===== config.mk =====
export PLATFORM = sky130hd
export DESIGN_NAME = ps2_mouse_sequencer
export DESIGN_NICKNAME = d
export VERILOG_FILES = /design/src/rtl/ps2_mouse_pkg.sv /design/src/rtl/ps2_mouse_packet_asm.sv /design/src/rtl/ps2_mouse_sequencer.sv
export SDC_FILE = /design/constraint.sdc
export NUM_CORES = 1
export LEC_CHECK = 0
export CORE_MARGIN = 2
export CORE_UTILIZATION = 51
export DETAILED_ROUTE_END_ITERATION = 8
export PLACE_DENSITY = 0.76
export SLEW_MARGIN = 20
export SYNTH_ARGS = -nofsm -noshare
export SYNTH_HDL_FRONTEND = slang
export SYNTH_SLANG_ARGS = --single-unit
export TNS_END_PERCENT = 10

===== constraint.sdc =====
create_clock -name clk -period 2.2 [get_ports clk]
set_input_delay 0.44 -clock clk [delete_from_list [all_inputs] [get_ports clk]]
set_output_delay 0.44 -clock clk [all_outputs]
set_load 0.005 [all_outputs]

===== src/rtl/ps2_mouse_pkg.sv =====
// Shared state encoding and PS/2 mouse protocol bytes for the mouse sequencer.
package ps2_mouse_pkg;

    typedef enum logic [3:0] {
        IDLE,
        SEND_RESET,
        WAIT_ACK_RESET,
        WAIT_BAT,
        WAIT_ID,
        SEND_ENABLE,
        WAIT_ACK_ENABLE,
        STREAM,
        FAILED
    } state_t;

    localparam logic [7:0] CMD_RESET  = 8'hFF;
    localparam logic [7:0] CMD_ENABLE = 8'hF4;
    localparam logic [7:0] ACK        = 8'hFA;
    localparam logic [7:0] RESEND     = 8'hFE;
    localparam logic [7:0] BAT_OK     = 8'hAA;
    localparam logic [7:0] BAT_FAIL   = 8'hFC;
    localparam logic [7:0] MOUSE_ID   = 8'h00;

    function automatic logic is_wait(input state_t s);
        return (s == WAIT_ACK_RESET) || (s == WAIT_BAT) ||
               (s == WAIT_ID) || (s == WAIT_ACK_ENABLE);
    endfunction

endpackage


===== src/rtl/ps2_mouse_packet_asm.sv =====
// Assembles streamed mouse bytes into aligned 3-byte packets; flags a
// hot-plug BAT/ID pair (AA,00) seen at the start of a packet.
module ps2_mouse_packet_asm
    import ps2_mouse_pkg::*;
(
    input  logic        clk,
    input  logic        reset,
    input  logic        active,
    input  logic [7:0]  rx,
    input  logic        rx_valid,
    input  logic        error,
    input  logic        timeout,
    output logic        packet_valid,
    output logic [23:0] packet_data,
    output logic        hotplug
);

    logic [1:0] idx;
    logic [7:0] b0, b1;

    assign hotplug = active && rx_valid && !error && (idx == 2'd1) &&
                     (b0 == BAT_OK) && (rx == MOUSE_ID);

    always_ff @(posedge clk) begin
        if (reset) begin
            idx          <= 2'd0;
            b0           <= 8'h00;
            b1           <= 8'h00;
            packet_valid <= 1'b0;
            packet_data  <= 24'h0;
        end else begin
            packet_valid <= 1'b0;
            if (!active) begin
                idx <= 2'd0;
            end else if (rx_valid) begin
                if (error) begin
                    idx <= 2'd0;
                end else begin
                    case (idx)
                        2'd0: begin
                            // bit3 is always set in a status byte: use it to resync
                            if (rx[3]) begin
                                b0  <= rx;
                                idx <= 2'd1;
                            end
                        end
                        2'd1: begin
                            if (hotplug) begin
                                idx <= 2'd0;
                            end else begin
                                b1  <= rx;
                                idx <= 2'd2;
                            end
                        end
                        default: begin
                            packet_data  <= {rx, b1, b0};
                            packet_valid <= 1'b1;
                            idx          <= 2'd0;
                        end
                    endcase
                end
            end else if (timeout && idx != 2'd0) begin
                idx <= 2'd0;
            end
        end
    end

endmodule


===== src/rtl/ps2_mouse_sequencer.sv =====
// PS/2 mouse bring-up sequencer (reset, BAT, ID, enable reporting) with bounded
// retries and response timeouts, followed by packet streaming.
module ps2_mouse_sequencer
    import ps2_mouse_pkg::*;
#(
    parameter int clkf        = 50000000,
    parameter int timeout_ms  = 500,
    parameter int max_retries = 3
) (
    input  logic        clk,
    input  logic        reset,
    input  logic        enable,
    input  logic [7:0]  rx,
    input  logic        rx_valid,
    input  logic        error,
    output logic [7:0]  tx,
    output logic        start_tx,
    input  logic        tx_busy,
    output logic        ready,
    output logic        init_failed,
    output logic        packet_valid,
    output logic [23:0] packet_data
);

    localparam int TO = clkf / 1000 * timeout_ms;
    localparam int TW = (TO > 1) ? $clog2(TO) : 1;
    localparam int RW = (max_retries > 0) ? $clog2(max_retries + 1) : 1;

    state_t         state, state_d;
    logic [RW-1:0]  retry_cnt, retry_d;
    logic [TW-1:0]  timer;
    logic           en_q, en_rise;
    logic           expire, timer_run;
    logic           start_d;
    logic [7:0]     tx_d;
    logic           retry_req;
    state_t         retry_tgt;
    logic           rx_ok, hotplug;

    assign en_rise   = enable && !en_q;
    assign rx_ok     = rx_valid && !error;
    assign expire    = (timer == TW'(TO - 1));
    // In STREAM the same timer serves as the inter-byte timeout
    assign timer_run = (is_wait(state) && !tx_busy) || (state == STREAM);

    assign ready       = (state == STREAM);
    assign init_failed = (state == FAILED);

    always_ff @(posedge clk) begin
        if (reset) begin
            state     <= IDLE;
            retry_cnt <= '0;
            timer     <= '0;
            // Starts high so an enable held across reset is not taken as an edge
            en_q      <= 1'b1;
            start_tx  <= 1'b0;
            tx        <= 8'h00;
        end else begin
            state     <= state_d;
            retry_cnt <= retry_d;
            en_q      <= enable;
            start_tx  <= start_d;
            tx        <= tx_d;
            if (state_d != state || rx_valid || expire)
                timer <= '0;
            else if (timer_run)
                timer <= timer + 1'b1;
        end
    end

    always_comb begin
        state_d   = state;
        retry_d   = retry_cnt;
        start_d   = 1'b0;
        tx_d      = tx;
        retry_req = 1'b0;
        retry_tgt = SEND_RESET;
        if (!enable) begin
            state_d = IDLE;
        end else begin
            case (state)
                IDLE: begin
                    retry_d = '0;
                    if (en_rise) state_d = SEND_RESET;
                end
                SEND_RESET: if (!tx_busy) begin
                    start_d = 1'b1;
                    tx_d    = CMD_RESET;
                    state_d = WAIT_ACK_RESET;
                end
                WAIT_ACK_RESET: begin
                    if (rx_ok) begin
                        if (rx == ACK) state_d = WAIT_BAT;
                        else if (rx == RESEND) retry_req = 1'b1;
                    end else if (!rx_valid && expire) begin
                        retry_req = 1'b1;
                    end
                end
                WAIT_BAT: begin
                    if (rx_ok) begin
                        if (rx == BAT_OK) state_d = WAIT_ID;
                        else if (rx == BAT_FAIL) retry_req = 1'b1;
                    end else if (!rx_valid && expire) begin
                        retry_req = 1'b1;
                    end
                end
                WAIT_ID: begin
                    if (rx_ok) begin
                        if (rx == MOUSE_ID) state_d = SEND_ENABLE;
                        else retry_req = 1'b1;
                    end else if (!rx_valid && expire) begin
                        retry_req = 1'b1;
                    end
                end
                SEND_ENABLE: if (!tx_busy) begin
                    start_d = 1'b1;
                    tx_d    = CMD_ENABLE;
                    state_d = WAIT_ACK_ENABLE;
                end
                WAIT_ACK_ENABLE: begin
                    if (rx_ok) begin
                        if (rx == ACK) begin
                            state_d = STREAM;
                        end else if (rx == RESEND) begin
                            retry_req = 1'b1;
                            retry_tgt = SEND_ENABLE;
                        end
                    end else if (!rx_valid && expire) begin
                        retry_req = 1'b1;
                    end
                end
                STREAM: if (hotplug) state_d = SEND_ENABLE;
                FAILED: if (en_rise) begin
                    retry_d = '0;
                    state_d = SEND_RESET;
                end
                default: state_d = IDLE;
            endcase
            if (retry_req) begin
                if (retry_cnt == RW'(max_retries)) begin
                    state_d = FAILED;
                end else begin
                    retry_d = retry_cnt + 1'b1;
                    state_d = retry_tgt;
                end
            end
        end
    end

    ps2_mouse_packet_asm u_asm (
        .clk          (clk),
        .reset        (reset),
        .active       (state == STREAM),
        .rx           (rx),
        .rx_valid     (rx_valid),
        .error        (error),
        .timeout      (expire),
        .packet_valid (packet_valid),
        .packet_data  (packet_data),
        .hotplug      (hotplug)
    );

endmodule


* Word-level counts from Yosys, hierarchy flattened *
Index checks and enable logic that the tools add are counted.

storage, ports and cells
  memory bits (read-only) = 0
  memories kept = 0
  bits in registers = 84
  bits in latches = 0
  word-level logic and storage cells = 125
  memory bits (writable) = 0
  output and inout bits = 36
  bits of input ports = 14

cells by class
  divide/modulo/power cells = 0
  magnitude comparators = 0
  reductions and logical operators = 39
  add/sub/neg operators = 2
  $mul = 0
  bitwise logic cells = 7
  equality and inequality tests = 20
  mux-type cells = 46
  shifts and indexed selects = 0

operators with widths
  kind                   count
  $mux 4                 15
  $eq 8x8->1 const B     5
  $pmux 4 s8             1
  $add 25x1->25 const B  1
  $eq 25x25->1 const B   1
  $eq 4x3->1 const B     4
  $mux 2                 8
  $mux 8                 2
  $pmux 8 s2             1
  $mux 1                 12
  $mux 3                 4
  $reduce_or 2->1        6
  $logic_and 1x1->1      10
  $reduce_and 5->1       2
  $eq 4x2->1 const B     2
  $logic_not 8->1        1
  $pmux 2 s2             2
  $reduce_and 4->1       2
  $not 1->1              7
  $logic_or 1x1->1       6
  $reduce_bool 2->1      3
  $eq 4x1->1 const B     1
  $eq 4x4->1 const B     1
  $logic_not 1->1        4
  other kinds (12)       13

* Logic depth before layout (Yosys ltp) *
Gate-level depths: netlist of the first run.

  word-level depth = 14
  depth in mapped cells = 9
  mapped depth without buffers = 7

* Modules after synthesis *
From an unflattened synthesis of the first run, not the netlist that was laid out.

second synthesis, totals
  cells, all modules = 449
  area total of the unflattened synthesis = 3,955.0 um^2

modules (own cells, without submodules)
  module                area each (um^2)  cells an instance  instances  sequential area each (um^2)
  ps2_mouse_sequencer   2,265.9           253                1          700.7
  ps2_mouse_packet_asm  1,689.1           196                1          860.8

* Worst setup path after synthesis of the first run *
Ideal clock, no wire load.

  kind = input port to flip-flop
  from = input error
  to = register timer[17]
  cell stages on the path = 8
  buffers on the path = 2
  path slack = -0.032 ns
  library setup time = 0.072 ns
  required time = 2.128 ns
  arrival = 2.161 ns
  cell sequence = nand4bb_1 -> o31a_1 -> a211oi_1 -> o22ai_2 -> o21ba_1 -> buf_6 -> buf_8 -> mux2i_1

on the way
  word-level cells in the longest chain between the ends = 13
  elaborated cells on any way between the ends = 26
  those cells by class = eq/ne: 1; mux: 16; reduce/logical: 9

ends and longest elaborated chain
  what                                line                                                   text
  start: declaration                  ps2_mouse_sequencer.sv:15                              input logic error,
  $logic_not 1->1 *                   ps2_mouse_packet_asm.sv:21, ps2_mouse_sequencer.sv:41
  $logic_and 1x1->1 (3 in a row)      ps2_mouse_packet_asm.sv:21                             assign hotplug = active && rx_valid && !error && (idx == 2'd1) &&
  $logic_and 1x1->1                   ps2_mouse_packet_asm.sv:22                             (b0 == BAT_OK) && (rx == MOUSE_ID);
  $mux 4                              ps2_mouse_sequencer.sv:132                             STREAM: if (hotplug) state_d = SEND_ENABLE;
  $pmux 4 s8                          ps2_mouse_sequencer.sv:81                              case (state)
  $mux 4 *                            ps2_mouse_sequencer.sv:139                             if (retry_req) begin
  $mux 4 *                            ps2_mouse_sequencer.sv:78                              if (!enable) begin
  $ne 4x4->1 *                        ps2_mouse_sequencer.sv:64                              if (state_d != state || rx_valid || expire)
  $logic_or 1x1->1 * (2 in a row)     ps2_mouse_sequencer.sv:64
  $reduce_or 2->1 (no source line) *  --
  end signal: assignment              ps2_mouse_sequencer.sv:67                              timer <= timer + 1'b1;
  end: declaration                    ps2_mouse_sequencer.sv:31                              logic [TW-1:0] timer;

Every way passes the cells marked *; elsewhere a longest branch is shown, timed or not. The select of a mux whose other input is x is not followed.
A chain may end at the register's enable or synchronous reset.

* Worst setup path after layout of the first run *
  from = input error
  to = register timer[9]

Same word-level chain as after synthesis.

==> metrics.log, run 1 <==
[metrics] post-synthesis instance total: a little under 500
[metrics] Critical-path top delay cell: o41ai_1
[metrics] clock tree from TritonCTS: done
[metrics] share of the synthesized area in the top cell type: a little under two fifths
[metrics] Crit path max-delay family: compound AO/OA/AOI/OAI gates
[metrics] share of the clock period used by the worst path after layout: 102.6%
[metrics] area growth from synthesis to layout: 35.45%
[metrics] fraction of met2 tracks used by global routing: 39.96%
[metrics] core region area: between 8000 and 9000 sq um
[metrics] fmax: 0.4431 GHz
[metrics] library cell occupying the most area in the post-synthesis netlist: dfxtp_1
[metrics] Routed WL per cell: ~17 um
[metrics] DP Area: about 5200 sq um
[metrics] ratio of cells with drive above 1 in the final layout: between 20% and 30%
[metrics] clk sink count: 78
[metrics] FILL cells: 575
[metrics] total global-route track usage: 25.74%
[metrics] leading cell type in the layout, fill and taps excluded: dfxtp_1
[metrics] clock transition at the registers of the reported paths: about 0.10 ns
[metrics] global routing met3 resource utilization: 5.217%
[metrics] Post-CTS Hold Buffers: 0
[metrics] Top Ports: 50
[metrics] Die Wd: between 90 and 100 um
[metrics] number of DRC violations after detailed-routing iteration 0: 310
[metrics] number of antenna-violating nets in the routed design: 0
[metrics] transition time of the tightest slew-check pin: approximately 0.44 ns
[metrics] hpwl dp: about 7300 um
[metrics] count of endpoints failing setup in the final report: 25
[metrics] total power of the final layout: between 2 and 3 mW
[metrics] first-pass GRT wire length: 18,370 um
[metrics] cell area after synthesis: 4235 sq um
[metrics] Layout Utilization: a little over two thirds
[metrics] failing checks: setup timing
[metrics] Clock Latency Late Sink: about 0.36 ns
[metrics] dominant synthesized flop cell: dfxtp_1
[metrics] Die Height: 95.13 um
[metrics] total nets after synthesis: between 500 and 600
[metrics] commonest cells after routing, fill and taps aside: 73 x dfxtp_1, 67 x buf_4, 59 x nand2_1, 41 x mux2i_1, 38 x clkdlybuf4s50_1
[metrics] outcome: complete, but fails checks
[metrics] leakage power: roughly 2.2 nW
[metrics] number of slew-limit violations in the final report: 0
[metrics] critical path data required time: 2.49 ns
[metrics] largest net degree at the start of global routing: 52
[metrics] number of enable flip-flop cells after synthesis: 0
[metrics] Congestion Overflow GR: 0
[metrics] ratio of total power to cell area: around 470 nW/um^2
[metrics] CP endpoint kind: register
[metrics] H-tree depth: 3
[metrics] routed vias: roughly 4,200
[metrics] count of yosys warnings during synthesis: 0
[metrics] HP Class: reg2reg
[metrics] sequential cell area fraction in the yosys report: a little under two fifths
[metrics] clock period minus worst slack: 2.257 ns
[metrics] Slew Limit Headroom: between 70% and 80%
[metrics] via count of the first global-routing pass: 3,854
[metrics] Total Nets Final: about 600
[metrics] clk root buf: clkbuf_8
[metrics] count of port buffers added during placement: roughly 50
[metrics] PnR worst setup slack: -0.05681 ns
[metrics] std cell rows: 33
[metrics] number of buffers on the longest clock path: 2
[metrics] Max IR drop VDD: between 300 and 400 uV
[metrics] Hold Slack: between 0.4 and 0.5 ns
[metrics] MaxCap Viol Count: 0
[metrics] initial antenna violation count: 0
[metrics] 1st-pass router iterations: 7
[metrics] share of synthesized flip-flops with an asynchronous set or reset: 0%
[metrics] Worst path max stage delay: between 0.4 and 0.5 ns
[metrics] Post-Layout Inst Area: approximately 5700 sq um
[metrics] Arr. time, crit path: approximately 2.5 ns
[metrics] Place WS: -0.6765 ns
[metrics] final hold viol count: 0
[metrics] total wire length after detailed routing: 12,090 um
[metrics] post-synthesis area per instance: approximately 8.7 sq um
[metrics] count of buffering cells on the critical path with inverters included: 3
[metrics] RSZ-0062 raised after global routing: true
[metrics] ratio of routed vias to standard cells: 6.065
[metrics] clock buffers created by TritonCTS: 9
[metrics] Post-Route Skew: 0.01211 ns
[metrics] DRC viols: 0
[metrics] startpoint type of the worst setup path: input port
[metrics] synthesis-stage register bit count: 78
[metrics] worst-path fanout max: 13
[metrics] most congested layer reported by global routing: met2
[metrics] diode insertion count for antenna repair: 0
[metrics] met1 track demand over resource: 34.80%
[metrics] initial core utilization: between 50% and 60%
[metrics] cell types occupying the most area after synthesis: dfxtp_1 37%, mux2i_1 9.7%, nand4b_1 5.8%
[metrics] category of the most critical setup path: in2reg
[metrics] Cell Chain, Critical Path: clkdlybuf4s15_1, nand4bb_4, o31a_1, buf_4, o41ai_1, o21ba_4, clkbuf_16, mux2i_1
[metrics] Die Area: 9050 sq um
[metrics] number of distinct library cells after synthesis: 57
[metrics] GP Congestion: around 0.91
[metal layers]
metal / vias up / part of all wire (%)
met3: 30 / 6.2
li1: 1987 / -
met1: 2008 / 43
met2: 178 / 48
met4: 0 / 2.4
met5: - / 0
[metrics by stage]
stage	TNS, ns	std cells
after detailed placement	-21.28	663
final	-0.7503	693
after CTS	-0.9994	689
after global routing	-2.557	693
after global placement	-20.90	663
after floorplan	-0.4214	487
[synthesized netlist by cell type, types with 9 or more instances]
library cell and instances:
nor2_1 34, dfxtp_1 78, a21oi_1 33, nand2_1 59
xnor2_1 23, mux2i_1 41, nand4_1 30, o211ai_1 10
nand4b_1 28, o2111ai_1 9, clkbuf_1 29
[logic make-up after synthesis]
| kind of cell | Yosys count | share of synthesized area, % |
|---|---|---|
| flip-flops | 78 | 36.87 |
| multiplexers | 44 | 10.49 |
| buffers and inverters | 48 | 5.819 |
| adder cells (fa/ha/maj) | 2 | 0.5907 |
| AO/OA/AOI/OAI | 75 | 11.49 |
| XOR/XNOR | 24 | 4.963 |
| AND/OR/NAND/NOR | 216 | 29.78 |
[sequential cells by signal, summed over array words and instances (netlist names), 2 cells and up]
register,flops
retry_cnt,2
tx,2
state,4
u_asm.b1,8
timer,25
u_asm.b0,8
u_asm.packet_data,24
u_asm.idx,2
[path summary, 6_finish.rpt]
path                                startpoint                                end  slack [ns]  cells after the start
max                                      error              timer[9]$_SDFFE_PP0P_       -0.06                      8
min          u_asm.packet_data[5]$_SDFFE_PP0P_  u_asm.packet_data[5]$_SDFFE_PP0P_        0.46                      2
max reg2reg                state[0]$_SDFF_PP0_              timer[9]$_SDFFE_PP0P_       -0.03                      8
min reg2reg  u_asm.packet_data[5]$_SDFFE_PP0P_  u_asm.packet_data[5]$_SDFFE_PP0P_        0.46                      2
[power by group]
| part | leakage [nW] | internal [mW] | total [mW] | switching (mW) |
|---|---|---|---|---|
| Clock | 0.0907 | 0.437 | 1.06 | 0.625 |
| Combinational | 1.45 | 0.104 | 0.213 | 0.110 |
| Sequential | 0.631 | 1.41 | 1.41 | 0.00213 |
| Total | 2.17 | 1.95 | 2.69 | 0.737 |
[final cells by class]
class,count,area [sq um],share of cell area [%]
tap,105,131.4,2.290
clock buffer,9,123.9,2.159
clock inverter,7,63.81,1.112
sequential,78,1568,27.33
multi-input combinational,361,2591,45.17
timing repair buffer,130,1247,21.74
inverter,3,11.26,0.1963
[what timing repair did]
action,4_1_cts,5_1_grt
endpoints found under the setup margin,31,30
gates resized for setup,28,34
pin swaps,4,8
cloned,3,2
buffers inserted,7,3
[worst reg2reg max path: stages (launching register included)]
cell,delay [ns]
dfxtp_2,0.35
or4b_1,0.54
a31oi_1,0.28
buf_4,0.18
a211oi_4,0.04
o21ai_2,0.17
o21ba_4,0.20
clkbuf_16,0.19
mux2i_1,0.19
Power figures use the tool's default switching activity.
==> run 2, diff against run 1 <==
--- a/config.mk
+++ b/config.mk
@@ -5,7 +5,6 @@
 export SDC_FILE = /design/constraint.sdc
 export NUM_CORES = 1
 export LEC_CHECK = 0
-export CORE_MARGIN = 2
 export CORE_UTILIZATION = 51
 export DETAILED_ROUTE_END_ITERATION = 8
 export PLACE_DENSITY = 0.76
==> run 2 against run 1 <==
The run still ends with setup timing left. Combinational power is essentially flat. Sequential power is essentially flat. Power shrank 0.68%. Register-to-register slack lost 0.07 ns. Core utilization grew 3.0 points.
==> metrics.log, run 2 (same netlist as run 1, synthesis figures left out) <==
[metrics] hpwl dp: 7304 um
[metrics] Post-CTS Hold Buffers: 0
[metrics] Max IR drop VDD: around 260 uV
[metrics] Total Nets Final: 594
[metrics] initial core utilization: 53.70%
[metrics] RSZ-0062 raised after global routing: true
[metrics] top flop regs: timer (25), u_asm.packet_data (24)
[metrics] count of port buffers added during placement: between 40 and 50
[metrics] number of DRC violations after detailed-routing iteration 0: between 300 and 400
[metrics] global routing met3 resource utilization: approximately 5.5%
[metrics] Die Wd: ~93 um
[metrics] met1 track demand over resource: about a third
[metrics] std cell rows: 32
[metrics] MaxCap Viol Count: 0
[metrics] critical path data required time: roughly 2.5 ns
[metrics] largest net degree at the start of global routing: 51
[metrics] 1st-pass router iterations: 5
[metrics] final hold viol count: 0
[metrics] Top Ports: 50
[metrics] Layout Utilization: roughly 74%
[metrics] leading cell type in the layout, fill and taps excluded: dfxtp_1
[metrics] Die Area: between 8000 and 9000 sq um
[metrics] Slew Limit Headroom: between 50% and 60%
[metrics] clk root buf: clkbuf_8
[metrics] Place WS: -0.6405 ns
[metrics] FILL cells: 544
[metrics] clock transition at the registers of the reported paths: approximately 0.090 ns
[metrics] clk sink count: just under 80
[metrics] failing checks: setup timing
[metrics] outcome: complete, but fails checks
[metrics] max FFs per register: 25
[metrics] Routed WL per cell: 19.22 um
[metrics] fraction of met2 tracks used by global routing: between 40% and 50%
[metrics] clock tree from TritonCTS: done
[metrics] Hold Slack: 0.4120 ns
[metrics] fmax: between 0.4 and 0.5 GHz
[metrics] H-tree depth: 3
[metrics] number of buffers on the longest clock path: 2
[metrics] initial antenna violation count: 0
[metrics] Clock Latency Late Sink: 0.36 ns
[metrics] aggregate negative setup slack: -2.096 ns
[metrics] HP Class: in2reg
[metrics] number of slew-limit violations in the final report: 0
[metrics] Die Height: 93.13 um
[metrics] category of the most critical setup path: in2reg
[metrics] Arr. time, crit path: approximately 2.6 ns
[metrics] via count of the first global-routing pass: about 4,000
[metrics] worst-path fanout max: 7
[metrics] startpoint type of the worst setup path: input port
[metrics] ratio of routed vias to standard cells: roughly 6.2
[metrics] area growth from synthesis to layout: 37.02%
[metrics] diode insertion count for antenna repair: 0
[metrics] number of antenna-violating nets in the routed design: 0
[metrics] PnR worst setup slack: -0.1354 ns
[metrics] core region area: slightly below 8000 sq um
[metrics] Post-Route Skew: approximately 0.0077 ns
[metrics] routed vias: between 4,000 and 5,000
[metrics] CP endpoint kind: register
[metrics] commonest cells after routing, fill and taps aside: 74 x dfxtp_1, 59 x nand2_1, 56 x buf_4, 40 x mux2i_1, 37 x clkdlybuf4s50_1
[metrics] GP Congestion: 0.8836
[metrics] Congestion Overflow GR: 0
[metrics] DRC viols: 0
[metrics] share of the clock period used by the worst path after layout: 106.2%
[metrics] ratio of cells with drive above 1 in the final layout: between 20% and 30%
[metrics] first-pass GRT wire length: about 19,000 um
[metrics] non-filler cells in the finished layout: between 600 and 700
[metrics] Top reg by flops: timer
[metrics] number of instances in the placed design: about 650
[metrics] most congested layer reported by global routing: met2
[metrics] clock period minus worst slack: 2.335 ns
[metrics] transition time of the tightest slew-check pin: between 0.5 and 0.6 ns
[metrics] clock buffers created by TritonCTS: 9
[metrics] total wire length after detailed routing: approximately 13,000 um
[metrics] count of endpoints failing setup in the final report: 27
[metrics] leakage power: ~2.2 nW
[metrics] total global-route track usage: 27.01%
[metrics] ratio of total power to cell area: roughly 460 nW/um^2
## run 2: timing repair
item | CTS | global route
gates resized for setup | 38 | 23
pin swaps | 4 | 7
endpoints found under the setup margin | 30 | 29
gates cloned | 2 | 7
buffers inserted | 1 | 5
## run 2: final timing paths
check	from	endpoint	slack, ns	cells past startpoint
hold reg to reg	u_asm.b1[1]$_SDFFE_PP0P_	u_asm.packet_data[9]$_SDFFE_PP0P_	0.46	2
setup / recovery	rx[2]	timer[12]$_SDFFE_PP0P_	-0.14	8
hold / removal	reset	state[0]$_SDFF_PP0_	0.41	2
setup reg to reg	timer[0]$_SDFFE_PP0P_	timer[12]$_SDFFE_PP0P_	-0.10	8
## run 2: per-layer routing
metal | vias up | part of all wire (%) | wire, um
met2 | 196 | 49 | 6439
met3 | 47 | 6.7 | 880
met4 | 0 | 3.4 | 453
met1 | 2061 | 41 | 5391
li1 | 1974 | - | -
met5 | - | 0 | 0
## run 2: power breakdown
group	total [mW]	internal, mW	switching (mW)
clock network	1.05	0.433	0.612
logic	0.215	0.0986	0.116
registers	1.41	1.41	0.00237
## run 2: stage by stage
| stage | total power [mW] | area [sq um] |
|---|---|---|
| 6_report | 2.672 | 5803 |
| 5_1_grt | 2.761 | 5803 |
| 4_1_cts | 2.643 | 5498 |
| 3_5_place_dp | 1.621 | 5171 |
| 3_3_place_gp | 1.617 | 5171 |
| 2_1_floorplan | 1.528 | 4240 |
## run 2: worst max-delay path, stage by stage
cell	delay (ns)
clkdlybuf4s15_1	0.26
nand4b_1	0.28
o31a_1	0.40
buf_4	0.18
o41ai_4	0.37
o21ba_4	0.28
buf_12	0.16
mux2i_1	0.24
## run 2: layout make-up
| type | count | area [sq um] | share of cell area (%) |
|---|---|---|---|
| clock inverters | 7 | 62.56 | 1.078 |
| repair buffers | 125 | 1260 | 21.71 |
| multi-input cells | 361 | 2643 | 45.54 |
| well taps | 102 | 127.6 | 2.199 |
| flip-flops and latches | 78 | 1572 | 27.08 |
| clock buffers | 9 | 123.9 | 2.135 |
| inverters | 3 | 15.01 | 0.2587 |
